<file path="src/rtl/uart_pkg.sv">
// -----------------------------------------------------------------------------
// uart_pkg
// Shared definitions for the UART transmit side: the byte width used on every
// data path and the state encoding of the arbiter that shares one uart_tx
// between several requesters.
// Ports: none (package).
// -----------------------------------------------------------------------------
package uart_pkg;

    localparam int UART_DATA_W = 8;

    typedef logic [UART_DATA_W-1:0] uart_byte_t;

    // Arbiter FSM encoding, kept as plain constants so older tools can read it.
    localparam logic [1:0] ST_IDLE    = 2'd0;
    localparam logic [1:0] ST_ISSUE   = 2'd1;
    localparam logic [1:0] ST_WAIT_HI = 2'd2;
    localparam logic [1:0] ST_WAIT_LO = 2'd3;

    // Increment that sticks at all-ones instead of wrapping back to zero.
    function automatic logic [7:0] satInc8(input logic [7:0] value);
        return (value == 8'hFF) ? value : value + 8'd1;
    endfunction

endpackage

</file>
<file path="src/rtl/uart_tx_arbiter_if.sv">
// -----------------------------------------------------------------------------
// uart_tx_arbiter_if
// Bundles the requester handshake and the uart_tx handshake seen by the
// arbiter.
//   req       : one bit per requester, high while a byte is pending
//   req_data  : requester i byte on [8i+7:8i]
//   req_ack   : one-hot single-cycle accept pulse
//   tx_enable : single-cycle start strobe towards uart_tx
//   tx_data   : byte towards uart_tx
//   tx_busy   : busy flag coming back from uart_tx
// master = arbiter side, slave = requesters plus uart_tx side.
// -----------------------------------------------------------------------------
interface uart_tx_arbiter_if #(
    parameter int NREQ = 4
);
    import uart_pkg::*;

    logic [NREQ-1:0]             req;
    logic [UART_DATA_W*NREQ-1:0] req_data;
    logic [NREQ-1:0]             req_ack;
    logic                        tx_enable;
    logic [UART_DATA_W-1:0]      tx_data;
    logic                        tx_busy;

    modport master (
        input  req, req_data, tx_busy,
        output req_ack, tx_enable, tx_data
    );

    modport slave (
        output req, req_data, tx_busy,
        input  req_ack, tx_enable, tx_data
    );

endinterface

</file>
<file path="src/rtl/uart_tx_arbiter_rr_pick.sv">
// -----------------------------------------------------------------------------
// rr_pick
// Combinational round-robin winner selection.
//   i_req     : request vector
//   i_last    : index of the previous winner
//   o_winner  : first requester with a high bit, searching upward from
//               i_last+1 and wrapping from NREQ-1 to 0 (holds i_last if idle)
//   o_any_req : at least one request bit is high
// -----------------------------------------------------------------------------
module rr_pick #(
    parameter int NREQ = 4
) (
    input  logic [NREQ-1:0]         i_req,
    input  logic [$clog2(NREQ)-1:0] i_last,
    output logic [$clog2(NREQ)-1:0] o_winner,
    output logic                    o_any_req
);

    localparam int GW = $clog2(NREQ);

    logic          w_found;
    logic [GW-1:0] w_idx;

    // Walk the NREQ positions after i_last in order; the modulo keeps the
    // wrap correct when NREQ is not a power of two. The last position tried
    // is i_last itself, so a lone repeat requester still wins.
    always_comb begin
        o_winner  = i_last;
        o_any_req = |i_req;
        w_found   = 1'b0;
        w_idx     = '0;
        for (int k = 1; k <= NREQ; k++) begin
            w_idx = GW'((int'(i_last) + k) % NREQ);
            if (!w_found && i_req[w_idx]) begin
                o_winner = w_idx;
                w_found  = 1'b1;
            end
        end
    end

endmodule

</file>
<file path="src/rtl/uart_tx_arbiter.sv">
// -----------------------------------------------------------------------------
// uart_tx_arbiter
// Shares one uart_tx between NREQ requesters with round-robin arbitration.
//   clk           : system clock, rising edge
//   reset         : synchronous active-high reset
//   bus           : requester / uart_tx handshake (master modport)
//   o_grant_id    : index of the most recently granted requester
//   o_active      : high whenever the FSM is not idle
//   o_err_timeout : one-cycle pulse when tx_busy never rose after an issue
//   o_err_count   : saturating count of those timeouts
// Every output comes straight from a register.
// -----------------------------------------------------------------------------
module uart_tx_arbiter
    import uart_pkg::*;
#(
    parameter int NREQ         = 4,
    parameter int BUSY_TIMEOUT = 4
) (
    input  logic                    clk,
    input  logic                    reset,
    uart_tx_arbiter_if.master       bus,
    output logic [$clog2(NREQ)-1:0] o_grant_id,
    output logic                    o_active,
    output logic                    o_err_timeout,
    output logic [7:0]              o_err_count
);

    localparam int GW = $clog2(NREQ);
    localparam int TW = (BUSY_TIMEOUT > 2) ? $clog2(BUSY_TIMEOUT) : 1;

    logic [1:0]      r_state;
    logic            r_txEnable;
    logic [NREQ-1:0] r_reqAck;
    uart_byte_t      r_txData;
    logic [GW-1:0]   r_grantId;
    logic            r_active;
    logic            r_errTimeout;
    logic [7:0]      r_errCount;
    logic [TW-1:0]   r_timer;

    logic [GW-1:0]   w_winner;
    logic            w_anyReq;
    uart_byte_t      w_winData;
    logic [NREQ-1:0] w_winOneHot;

    rr_pick #(
        .NREQ (NREQ)
    ) u_rr_pick (
        .i_req     (bus.req),
        .i_last    (r_grantId),
        .o_winner  (w_winner),
        .o_any_req (w_anyReq)
    );

    // Decode the winner into its data byte and its one-hot ack pattern with
    // constant-index loops so no variable part-select is needed.
    always_comb begin
        w_winData   = '0;
        w_winOneHot = '0;
        for (int i = 0; i < NREQ; i++) begin
            if (w_winner == GW'(i)) begin
                w_winData      = bus.req_data[i*UART_DATA_W +: UART_DATA_W];
                w_winOneHot[i] = 1'b1;
            end
        end
    end

    // Main FSM. The strobes are loaded on the IDLE->ISSUE transition so they
    // are high exactly while the FSM sits in ISSUE, one cycle after the
    // request was sampled. Once acked the byte is considered consumed, so a
    // timeout returns to IDLE without re-sending it.
    always_ff @(posedge clk) begin
        if (reset) begin
            r_state      <= ST_IDLE;
            r_txEnable   <= 1'b0;
            r_reqAck     <= '0;
            r_txData     <= '0;
            r_grantId    <= GW'(NREQ - 1);
            r_active     <= 1'b0;
            r_errTimeout <= 1'b0;
            r_errCount   <= '0;
            r_timer      <= '0;
        end else begin
            r_txEnable   <= 1'b0;
            r_reqAck     <= '0;
            r_errTimeout <= 1'b0;
            case (r_state)
                ST_IDLE: begin
                    if (w_anyReq && !bus.tx_busy) begin
                        r_txData   <= w_winData;
                        r_grantId  <= w_winner;
                        r_txEnable <= 1'b1;
                        r_reqAck   <= w_winOneHot;
                        r_active   <= 1'b1;
                        r_state    <= ST_ISSUE;
                    end
                end
                ST_ISSUE: begin
                    r_timer <= '0;
                    r_state <= ST_WAIT_HI;
                end
                ST_WAIT_HI: begin
                    if (bus.tx_busy) begin
                        r_state <= ST_WAIT_LO;
                    end else if (r_timer == TW'(BUSY_TIMEOUT - 1)) begin
                        r_errTimeout <= 1'b1;
                        r_errCount   <= satInc8(r_errCount);
                        r_active     <= 1'b0;
                        r_state      <= ST_IDLE;
                    end else begin
                        r_timer <= r_timer + TW'(1);
                    end
                end
                ST_WAIT_LO: begin
                    if (!bus.tx_busy) begin
                        r_active <= 1'b0;
                        r_state  <= ST_IDLE;
                    end
                end
                default: begin
                    r_active <= 1'b0;
                    r_state  <= ST_IDLE;
                end
            endcase
        end
    end

    assign bus.tx_enable  = r_txEnable;
    assign bus.req_ack    = r_reqAck;
    assign bus.tx_data    = r_txData;
    assign o_grant_id     = r_grantId;
    assign o_active       = r_active;
    assign o_err_timeout  = r_errTimeout;
    assign o_err_count    = r_errCount;

endmodule

</file>
<file path="src/flat_wrapper.sv">
// flat-port wrapper written by rule: the top's interface ports become plain ports
module uart_tx_arbiter_flat import uart_pkg::*;
#(
    parameter int NREQ         = 4,
    parameter int BUSY_TIMEOUT = 4
)
  (clk, reset, o_grant_id, o_active, o_err_timeout, o_err_count, bus_req, bus_req_data, bus_tx_busy, bus_req_ack, bus_tx_enable, bus_tx_data);
  uart_tx_arbiter_if #(.NREQ(NREQ)) bus_i ();
  input  logic clk;
  input  logic reset;
  output logic [$clog2(NREQ)-1:0] o_grant_id;
  output logic o_active;
  output logic o_err_timeout;
  output logic [7:0] o_err_count;
  input wire logic [$bits(bus_i.req)-1:0] bus_req;
  input wire logic [$bits(bus_i.req_data)-1:0] bus_req_data;
  input wire logic [$bits(bus_i.tx_busy)-1:0] bus_tx_busy;
  output wire logic [$bits(bus_i.req_ack)-1:0] bus_req_ack;
  output wire logic [$bits(bus_i.tx_enable)-1:0] bus_tx_enable;
  output wire logic [$bits(bus_i.tx_data)-1:0] bus_tx_data;
  assign bus_i.req = bus_req;
  assign bus_i.req_data = bus_req_data;
  assign bus_i.tx_busy = bus_tx_busy;
  assign bus_req_ack = bus_i.req_ack;
  assign bus_tx_enable = bus_i.tx_enable;
  assign bus_tx_data = bus_i.tx_data;
  uart_tx_arbiter #(.NREQ(NREQ), .BUSY_TIMEOUT(BUSY_TIMEOUT)) u_core (.clk(clk), .reset(reset), .bus(bus_i), .o_grant_id(o_grant_id), .o_active(o_active), .o_err_timeout(o_err_timeout), .o_err_count(o_err_count));
endmodule
</file>
<file path="config.mk">
export PLATFORM = sky130hd
export DESIGN_NAME = uart_tx_arbiter_flat
export DESIGN_NICKNAME = d
export VERILOG_FILES = /design/src/rtl/uart_pkg.sv /design/src/rtl/uart_tx_arbiter_if.sv /design/src/rtl/uart_tx_arbiter_rr_pick.sv /design/src/rtl/uart_tx_arbiter.sv /design/src/flat_wrapper.sv
export SDC_FILE = /design/constraint.sdc
export NUM_CORES = 1
export LEC_CHECK = 0
export CORE_ASPECT_RATIO = 0.5
export CORE_MARGIN = 3
export CORE_UTILIZATION = 30
export DETAILED_ROUTE_END_ITERATION = 16
export GPL_ROUTABILITY_DRIVEN = 0
export PLACE_DENSITY_LB_ADDON = 0.25
export SYNTH_ARGS = -nofsm -noshare
export SYNTH_HDL_FRONTEND = slang
export SYNTH_SLANG_ARGS = --single-unit
</file>
<file path="constraint.sdc">
create_clock -name clk -period 2.1 [get_ports clk]
set_input_delay 0.63 -clock clk [delete_from_list [all_inputs] [get_ports clk]]
set_output_delay 0.63 -clock clk [all_outputs]
set_load 0.03 [all_outputs]
</file>
==> results of run 1 <==
synthesized netlist by cell type (all sizes together) (4+ instances only):
cell / instances
nand3b: 9
nand2: 6
nand2b: 4
xor2: 6
nor2: 23
mux2i: 18
dfxtp: 29
a21oi: 5
o221ai: 8
buf: 6
worst max-delay path by stage:
stage / from / endpoint / slack [ps] / depth (start not counted)
after floorplan: bus_req[0] / u_core.bus.tx_data[2] / 220 / 7
after global placement: bus_req[2] / u_core.o_grant_id[0] / -270 / 5
after detailed placement: bus_req[2] / u_core.o_grant_id[0] / -320 / 5
after CTS: u_core.o_grant_id[1] / o_grant_id[1] / 60 / 1
after global routing: u_core.o_grant_id[0] / o_grant_id[0] / -10 / 1
final: u_core.o_grant_id[0] / o_grant_id[0] / 70 / 1
final cells by class:
cell class	count	area, um^2	share of cell area [%]
repair buffers	79	823	34.5
multi-input cells	110	811	34.0
flip-flops and latches	29	581	24.3
well taps	66	82.6	3.46
clock buffers	6	72.6	3.04
clock inverters	2	10.0	0.419
inverters	2	7.51	0.314
cells by family (layout without fill, tap and decap cells):
| kind of cell | count (synthesis) | after routing | synth area share (%) |
|---|---|---|---|
| muxes | 18 | 18 | 12.6 |
| DFF | 29 | 29 | 40.7 |
| buffers and inverters | 10 | 89 | 4.38 |
| adders and majority gates | 2 | 2 | 1.75 |
| AOI/OAI and AO/OA | 22 | 22 | 12.1 |
| and+or+nand+nor | 61 | 61 | 24.2 |
| xor gates and xnor gates | 7 | 7 | 4.29 |
state kept, by name, indices dropped and copies added (netlist names):
signal,count
u_core.o_err_count,8
u_core.bus.req_ack,4
u_core.r_state,2
u_core.bus.tx_data,8
u_core.r_timer,2
u_core.bus.tx_enable,1
u_core.o_err_timeout,1
u_core.o_active,1
u_core.o_grant_id,2
timing repair:
action / CTS / global route
cloned: 0 / 2
pin swaps: 0 / 2
resized for setup: 1 / 8
setup endpoints to repair: 9 / 5
metal layers:
| metal | global-route usage, % | part of all wire (%) |
|---|---|---|
| met2 | 21.8 | 51 |
| met4 | 5.30 | 2.0 |
| met5 | 0 | 0 |
| met1 | 15.4 | 43 |
| met3 | 4.59 | 3.8 |
power by group:
group	switching [mW]	total, mW	internal [mW]
Clock	0.210	0.439	0.229
Sequential	0.0290	0.616	0.587
Combinational	0.198	0.449	0.251
Total	0.437	1.50	1.07
placed cells by master (no fill, tap or decap), drive strengths merged, types with 3 or more instances in the layout:
master,Yosys,final
nor2b,3,3
mux2i,18,18
o21ai,3,3
nand2,6,6
clkdlybuf4s50,0,58
clkbuf,2,8
nor3,3,3
nand3b,9,9
o221ai,8,8
a21oi,5,5
nand4,3,3
nor2,23,23
buf,6,14
dlymetal6s2s,0,5
dfxtp,29,29
xor2,6,6
nand2b,4,4
through the flow:
step                      area [um^2]  TNS, ps  setup slack (ps)
final                            2390        0              65.5
after CTS                        2300        0              62.6
after detailed placement         2220    -5150              -316
after global routing             2390    -11.8             -11.8
after floorplan                  1430        0               222
after global placement           2220    -4220              -265
==> results.rst, run 1 <==
.. list-table::
   :header-rows: 1

   * - Metric
     - Value
   * - Residual overflow from global routing
     - 0
   * - Endpoint kind of the worst setup timing path
     - output pin
   * - Critical path buffer and inverter count
     - 1
   * - Pin count of the biggest net entering global routing
     - 26
   * - Post-route insts no fill
     - 294
   * - Critical path peak fanout
     - 5
   * - Startpoint Class
     - flip-flop
   * - Avg Inst Size Synth
     - 9.58 um^2
   * - Fraction of layout cells with a size suffix above 1
     - 13.6%
   * - Chip height
     - 54.8 um
   * - Total number of vias
     - 1361
   * - Area enclosed by the die boundary
     - 5670 um^2
   * - Worst path arrival time
     - 1400 ps
   * - Quantity of hold-fixing buffers added after cts
     - 0
   * - Area share of the largest cell type after synthesis
     - 40.7%
   * - Crit Path Category
     - flip-flop to output pin
   * - Register bit count reported by yosys
     - 29
   * - CTS Buf Count
     - 5
   * - Smallest hold slack
     - 511 ps
   * - Synthesis-to-finish area growth
     - 67.2%
   * - Worst VDD drop
     - 293 uV
   * - Part of the Yosys area used for sequential elements
     - 40.7%
   * - Clock-pin slew reported for the worst setup and hold paths after clock tree synthesis
     - 60 ps
   * - Average wire length per cell after detail routing
     - 12.7 um
   * - Clk Tree Root Cell
     - sky130_fd_sc_hd__clkbuf_8
   * - Count of unique library cells instantiated by Yosys
     - 37
   * - Largest cells by area after synthesis
     - sky130_fd_sc_hd__dfxtp_1 (41%), sky130_fd_sc_hd__mux2i_1 (13%), sky130_fd_sc_hd__nor2_1 (5.8%), sky130_fd_sc_hd__nand3b_1 (4.7%), sky130_fd_sc_hd__o221ai_1 (4.3%)
   * - Antenna violations before repair
     - 0
   * - Cell row count
     - 17
   * - I/O pin count
     - 64
   * - Combined global-route utilization of all metal layers
     - 12.8%
   * - Time the final worst path needs with I/O delays and setup
     - 2030 ps
   * - Power Density
     - 630 nW/um^2
   * - Pleak
     - 1.00 nW
   * - Max clock buf depth
     - 2
   * - Final net count
     - 268
   * - Min-Delay Path Depth
     - 2
   * - Fraction of synthesis flops using an asynchronous set or reset pin
     - 0%
   * - Mapped Nets
     - 190
   * - Initial core utilization
     - 31.8%
   * - End of the worst register-to-register path
     - u_core.bus.tx_data[2]
   * - Final wirelength
     - 3740 um
   * - Crit Reg-Reg Startpoint
     - u_core.o_grant_id[0]
   * - Post-route total power
     - 1.50 mW
   * - Ant diodes
     - 0
   * - TritonCTS clock tree
     - yes
   * - Die Width
     - 104 um
   * - Source of the worst hold timing path
     - u_core.bus.tx_data[3]
   * - Number of enable-type register cells in the synthesized netlist
     - 0
   * - Period Utilization, post-route
     - 96.9%
   * - Number of I/O port buffers
     - 63
   * - Fin util
     - 53.2%
   * - Cells on worst reg2reg path
     - 6
   * - Post-synthesis cell type with the largest combined area
     - sky130_fd_sc_hd__dfxtp_1
   * - Number of slew-limit violations in the final report
     - 0
   * - Endpoint of the worst hold path
     - u_core.bus.tx_data[3]
   * - Total of endpoints with negative setup slack in the final report
     - 0
   * - Slew at the pin with the worst max-slew slack
     - 378 ps
   * - Post-placement cell count
     - 284
   * - Largest delay contributor family on the critical path
     - buffers and inverters
   * - Maximum clock rate
     - 0.492 GHz
   * - Yosys warning count
     - 0
   * - Worst-case register-to-register setup slack
     - 410 ps
   * - Vias in the first global route
     - 1249
   * - Worst rel slew slack
     - 74.8%
   * - First-pass GRT wire length
     - 5710 um
   * - Number of levels the H-tree was split into
     - 2
   * - DPL Wire Length
     - 2810 um
   * - Insertion delay to the later sink of the worst-skew pair
     - 280 ps
   * - Routed vias/inst
     - 4.63
   * - Largest clock skew in the final design
     - 4.36 ps
   * - Critical path data required time
     - 1470 ps
   * - Outcome
     - complete, no violations
   * - Core Region
     - 4490 um^2
   * - Crit path max-delay cell type
     - sky130_fd_sc_hd__clkdlybuf4s50_1
   * - Synthesized area
     - 1430 um^2
   * - Worst-path cell chain
     - clkdlybuf4s50_1
   * - Post-CTS setup buffer count
     - 0
   * - Number of nets with antenna violations after detailed routing
     - 0
   * - Hold Fails Final Rpt
     - 0
   * - Most frequently used flop master after synthesis
     - sky130_fd_sc_hd__dfxtp_1
   * - Clock sink count
     - 29
   * - Drt pass-1 iters
     - 3
   * - Total of max-cap violations
     - 0
   * - Maximum cell stage delay along the critical path
     - 710 ps
   * - DRC Markers
     - 0
   * - Iteration-0 DRC count of the detailed router
     - 39
   * - Number of fillers in the final layout
     - 420
   * - Instance count of the mapped netlist
     - 149
   * - Kind of path behind the tightest hold check
     - flip-flop to flip-flop
No activity file was read; power rests on OpenSTA's default activity.
==> run 2: changes to the inputs <==
- HOLD_SLACK_MARGIN: not set -> 0.03
- RECOVER_POWER: not set -> 50
==> results.rst, run 2 (synthesized netlist as in run 1, its figures left out) <==
.. list-table::
   :header-rows: 1

   * - Metric
     - Value
   * - Outcome
     - complete, no violations (unchanged)
   * - Average wire length per cell after detail routing
     - 12.7 um (about the same)
   * - Clk Tree Root Cell
     - sky130_fd_sc_hd__clkbuf_8 (unchanged)
   * - Number of fillers in the final layout
     - 425 (was 420)
   * - Startpoint Class
     - flip-flop (unchanged)
   * - Drt pass-1 iters
     - 4 (was 3)
   * - Time the final worst path needs with I/O delays and setup
     - 2040 ps (was 2030 ps)
   * - I/O pin count
     - 64 (unchanged)
   * - Clock sink count
     - 29 (unchanged)
   * - Final net count
     - 268 (unchanged)
   * - Total area of multi-input combinational cells
     - 807 um^2 (was 811 um^2)
   * - Endpoint kind of the worst setup timing path
     - output pin (unchanged)
   * - TritonCTS clock tree
     - yes (unchanged)
   * - Iteration-0 DRC count of the detailed router
     - 29 (was 39)
   * - Insertion delay to the later sink of the worst-skew pair
     - 280 ps (about the same)
   * - Core Region
     - 4490 um^2 (unchanged)
   * - Combined global-route utilization of all metal layers
     - 12.8% (unchanged)
   * - Largest delay contributor family on the critical path
     - buffers and inverters (unchanged)
   * - Number of I/O port buffers
     - 63 (unchanged)
   * - Antenna violations before repair
     - 0 (unchanged)
   * - Critical path buffer and inverter count
     - 1 (unchanged)
   * - Most used cells in the layout excluding fill and tap cells
     - sky130_fd_sc_hd__clkdlybuf4s50_1 (52), sky130_fd_sc_hd__dfxtp_1 (29), sky130_fd_sc_hd__nor2_1 (22) (was sky130_fd_sc_hd__clkdlybuf4s50_1 (58), sky130_fd_sc_hd__dfxtp_1 (29), sky130_fd_sc_hd__nor2_1 (22))
   * - Pre-CTS setup slack
     - -316 ps (unchanged)
   * - Number of levels the H-tree was split into
     - 2 (unchanged)
   * - Hold Fails Final Rpt
     - 0 (unchanged)
   * - Crit Path Category
     - flip-flop to output pin (unchanged)
   * - Synthesis-to-finish area growth
     - 65.9% (was 67.2%)
   * - Finished Cell Area
     - 2370 um^2 (was 2390 um^2)
   * - Residual overflow from global routing
     - 0 (unchanged)
   * - Fraction of layout cells with a size suffix above 1
     - 12.7% (was 13.6%)
   * - Pleak
     - 0.996 nW (was 1.00 nW)
   * - Kind of path behind the tightest hold check
     - flip-flop to flip-flop (unchanged)
   * - Maximum clock rate
     - 0.491 GHz (was 0.492 GHz)
   * - Worst path arrival time
     - 1410 ps (was 1400 ps)
   * - Worst rel slew slack
     - 76.0% (was 74.8%)
   * - Quantity of hold-fixing buffers added after cts
     - 0 (unchanged)
   * - Post-CTS setup buffer count
     - 0 (unchanged)
   * - Largest clock skew in the final design
     - 3.77 ps (was 4.36 ps)
   * - Chip height
     - 54.8 um (unchanged)
   * - Fin util
     - 52.8% (was 53.2%)
   * - Critical path data required time
     - 1470 ps (about the same)
   * - Slew at the pin with the worst max-slew slack
     - 360 ps (was 378 ps)
   * - Placed cell area
     - 2220 um^2 (unchanged)
   * - Final wirelength
     - 3740 um (about the same)
   * - Initial core utilization
     - 31.8% (unchanged)
   * - Worst VDD drop
     - 293 uV (about the same)
   * - Vias in the first global route
     - 1249 (unchanged)
   * - DPL Wire Length
     - 2810 um (unchanged)
   * - Setup slack after layout
     - 63.2 ps (was 65.5 ps)
   * - Routed vias/inst
     - 4.65 (was 4.63)
   * - Period Utilization, post-route
     - 97.0% (was 96.9%)
   * - Die Width
     - 104 um (unchanged)
   * - Power Density
     - 632 nW/um^2 (was 630 nW/um^2)
   * - Pin count of the biggest net entering global routing
     - 26 (unchanged)
   * - Number of nets with antenna violations after detailed routing
     - 0 (unchanged)
   * - Total of max-cap violations
     - 0 (unchanged)
   * - Storage cell area
     - 581 um^2 (unchanged)
   * - Critical path peak fanout
     - 5 (unchanged)
   * - Cell row count
     - 17 (unchanged)
   * - Total of endpoints with negative setup slack in the final report
     - 0 (unchanged)
   * - First-pass GRT wire length
     - 5710 um (unchanged)
   * - Area enclosed by the die boundary
     - 5670 um^2 (unchanged)
   * - Most common cell after layout, fill and taps aside
     - sky130_fd_sc_hd__clkdlybuf4s50_1 (unchanged)
   * - Clock-pin slew reported for the worst setup and hold paths after clock tree synthesis
     - 60 ps (about the same)
   * - DRC Markers
     - 0 (unchanged)
   * - CTS Buf Count
     - 5 (unchanged)
   * - Total number of vias
     - 1368 (was 1361)
   * - Ant diodes
     - 0 (unchanged)
   * - Worst-path cell chain
     - clkdlybuf4s50_1 (unchanged)
   * - Number of slew-limit violations in the final report
     - 0 (unchanged)
   * - Maximum cell stage delay along the critical path
     - 710 ps (about the same)
   * - Max clock buf depth
     - 2 (unchanged)
   * - Crit path max-delay cell type
     - sky130_fd_sc_hd__clkdlybuf4s50_1 (unchanged)
==> run 2: stage by stage <==
step	TNS (ps)	hold slack, ps	cells	power (mW)
after CTS	0	513	292	1.48
final	0	511	294	1.50
after global routing	-11.8	547	294	1.58
after global placement	-4220	483	284	1.04
after detailed placement	-5150	495	284	1.04
after floorplan	0	483	149	0.846
==> run 2: path summary, 6_finish.rpt <==
path,start,endpoint,slack (ps),depth (start not counted)
worst max-delay path,u_core.o_grant_id[0],o_grant_id[0],60,1
worst min-delay path,u_core.bus.tx_data[3],u_core.bus.tx_data[3],510,2
worst max register to register,u_core.r_state[1],u_core.o_grant_id[0],360,3
worst min register to register,u_core.bus.tx_data[3],u_core.bus.tx_data[3],510,2
==> run 2: power breakdown <==
group          switching (mW)  internal, mW
clock                   0.211         0.229
combinational           0.199         0.245
sequential             0.0284         0.587
==> run 2: final cells by class <==
type | instances | area share [%]
Clock buffer | 6 | 3.06
Clock inverter | 2 | 0.423
Inverter | 2 | 0.317
Multi-Input combinational cell | 110 | 34.1
Sequential cell | 29 | 24.5
Tap cell | 66 | 3.49
Timing Repair Buffer | 79 | 34.1
==> run 2: what timing repair did <==
action	4_1_cts	5_1_grt
pin swaps	0	2
endpoints found under the setup margin	9	5
resized for setup	1	8
hold endpoints to repair	0	0
cloned	0	2
==> run 2: metal layers <==
metal / routed length (um) / up-vias / track usage, %
met3: 151 / 6 / 4.59
met1: 1620 / 642 / 15.4
li1: - / 691 / -
met2: 1910 / 29 / 21.8
met4: 59 / 0 / 5.30
met5: 0 / - / 0
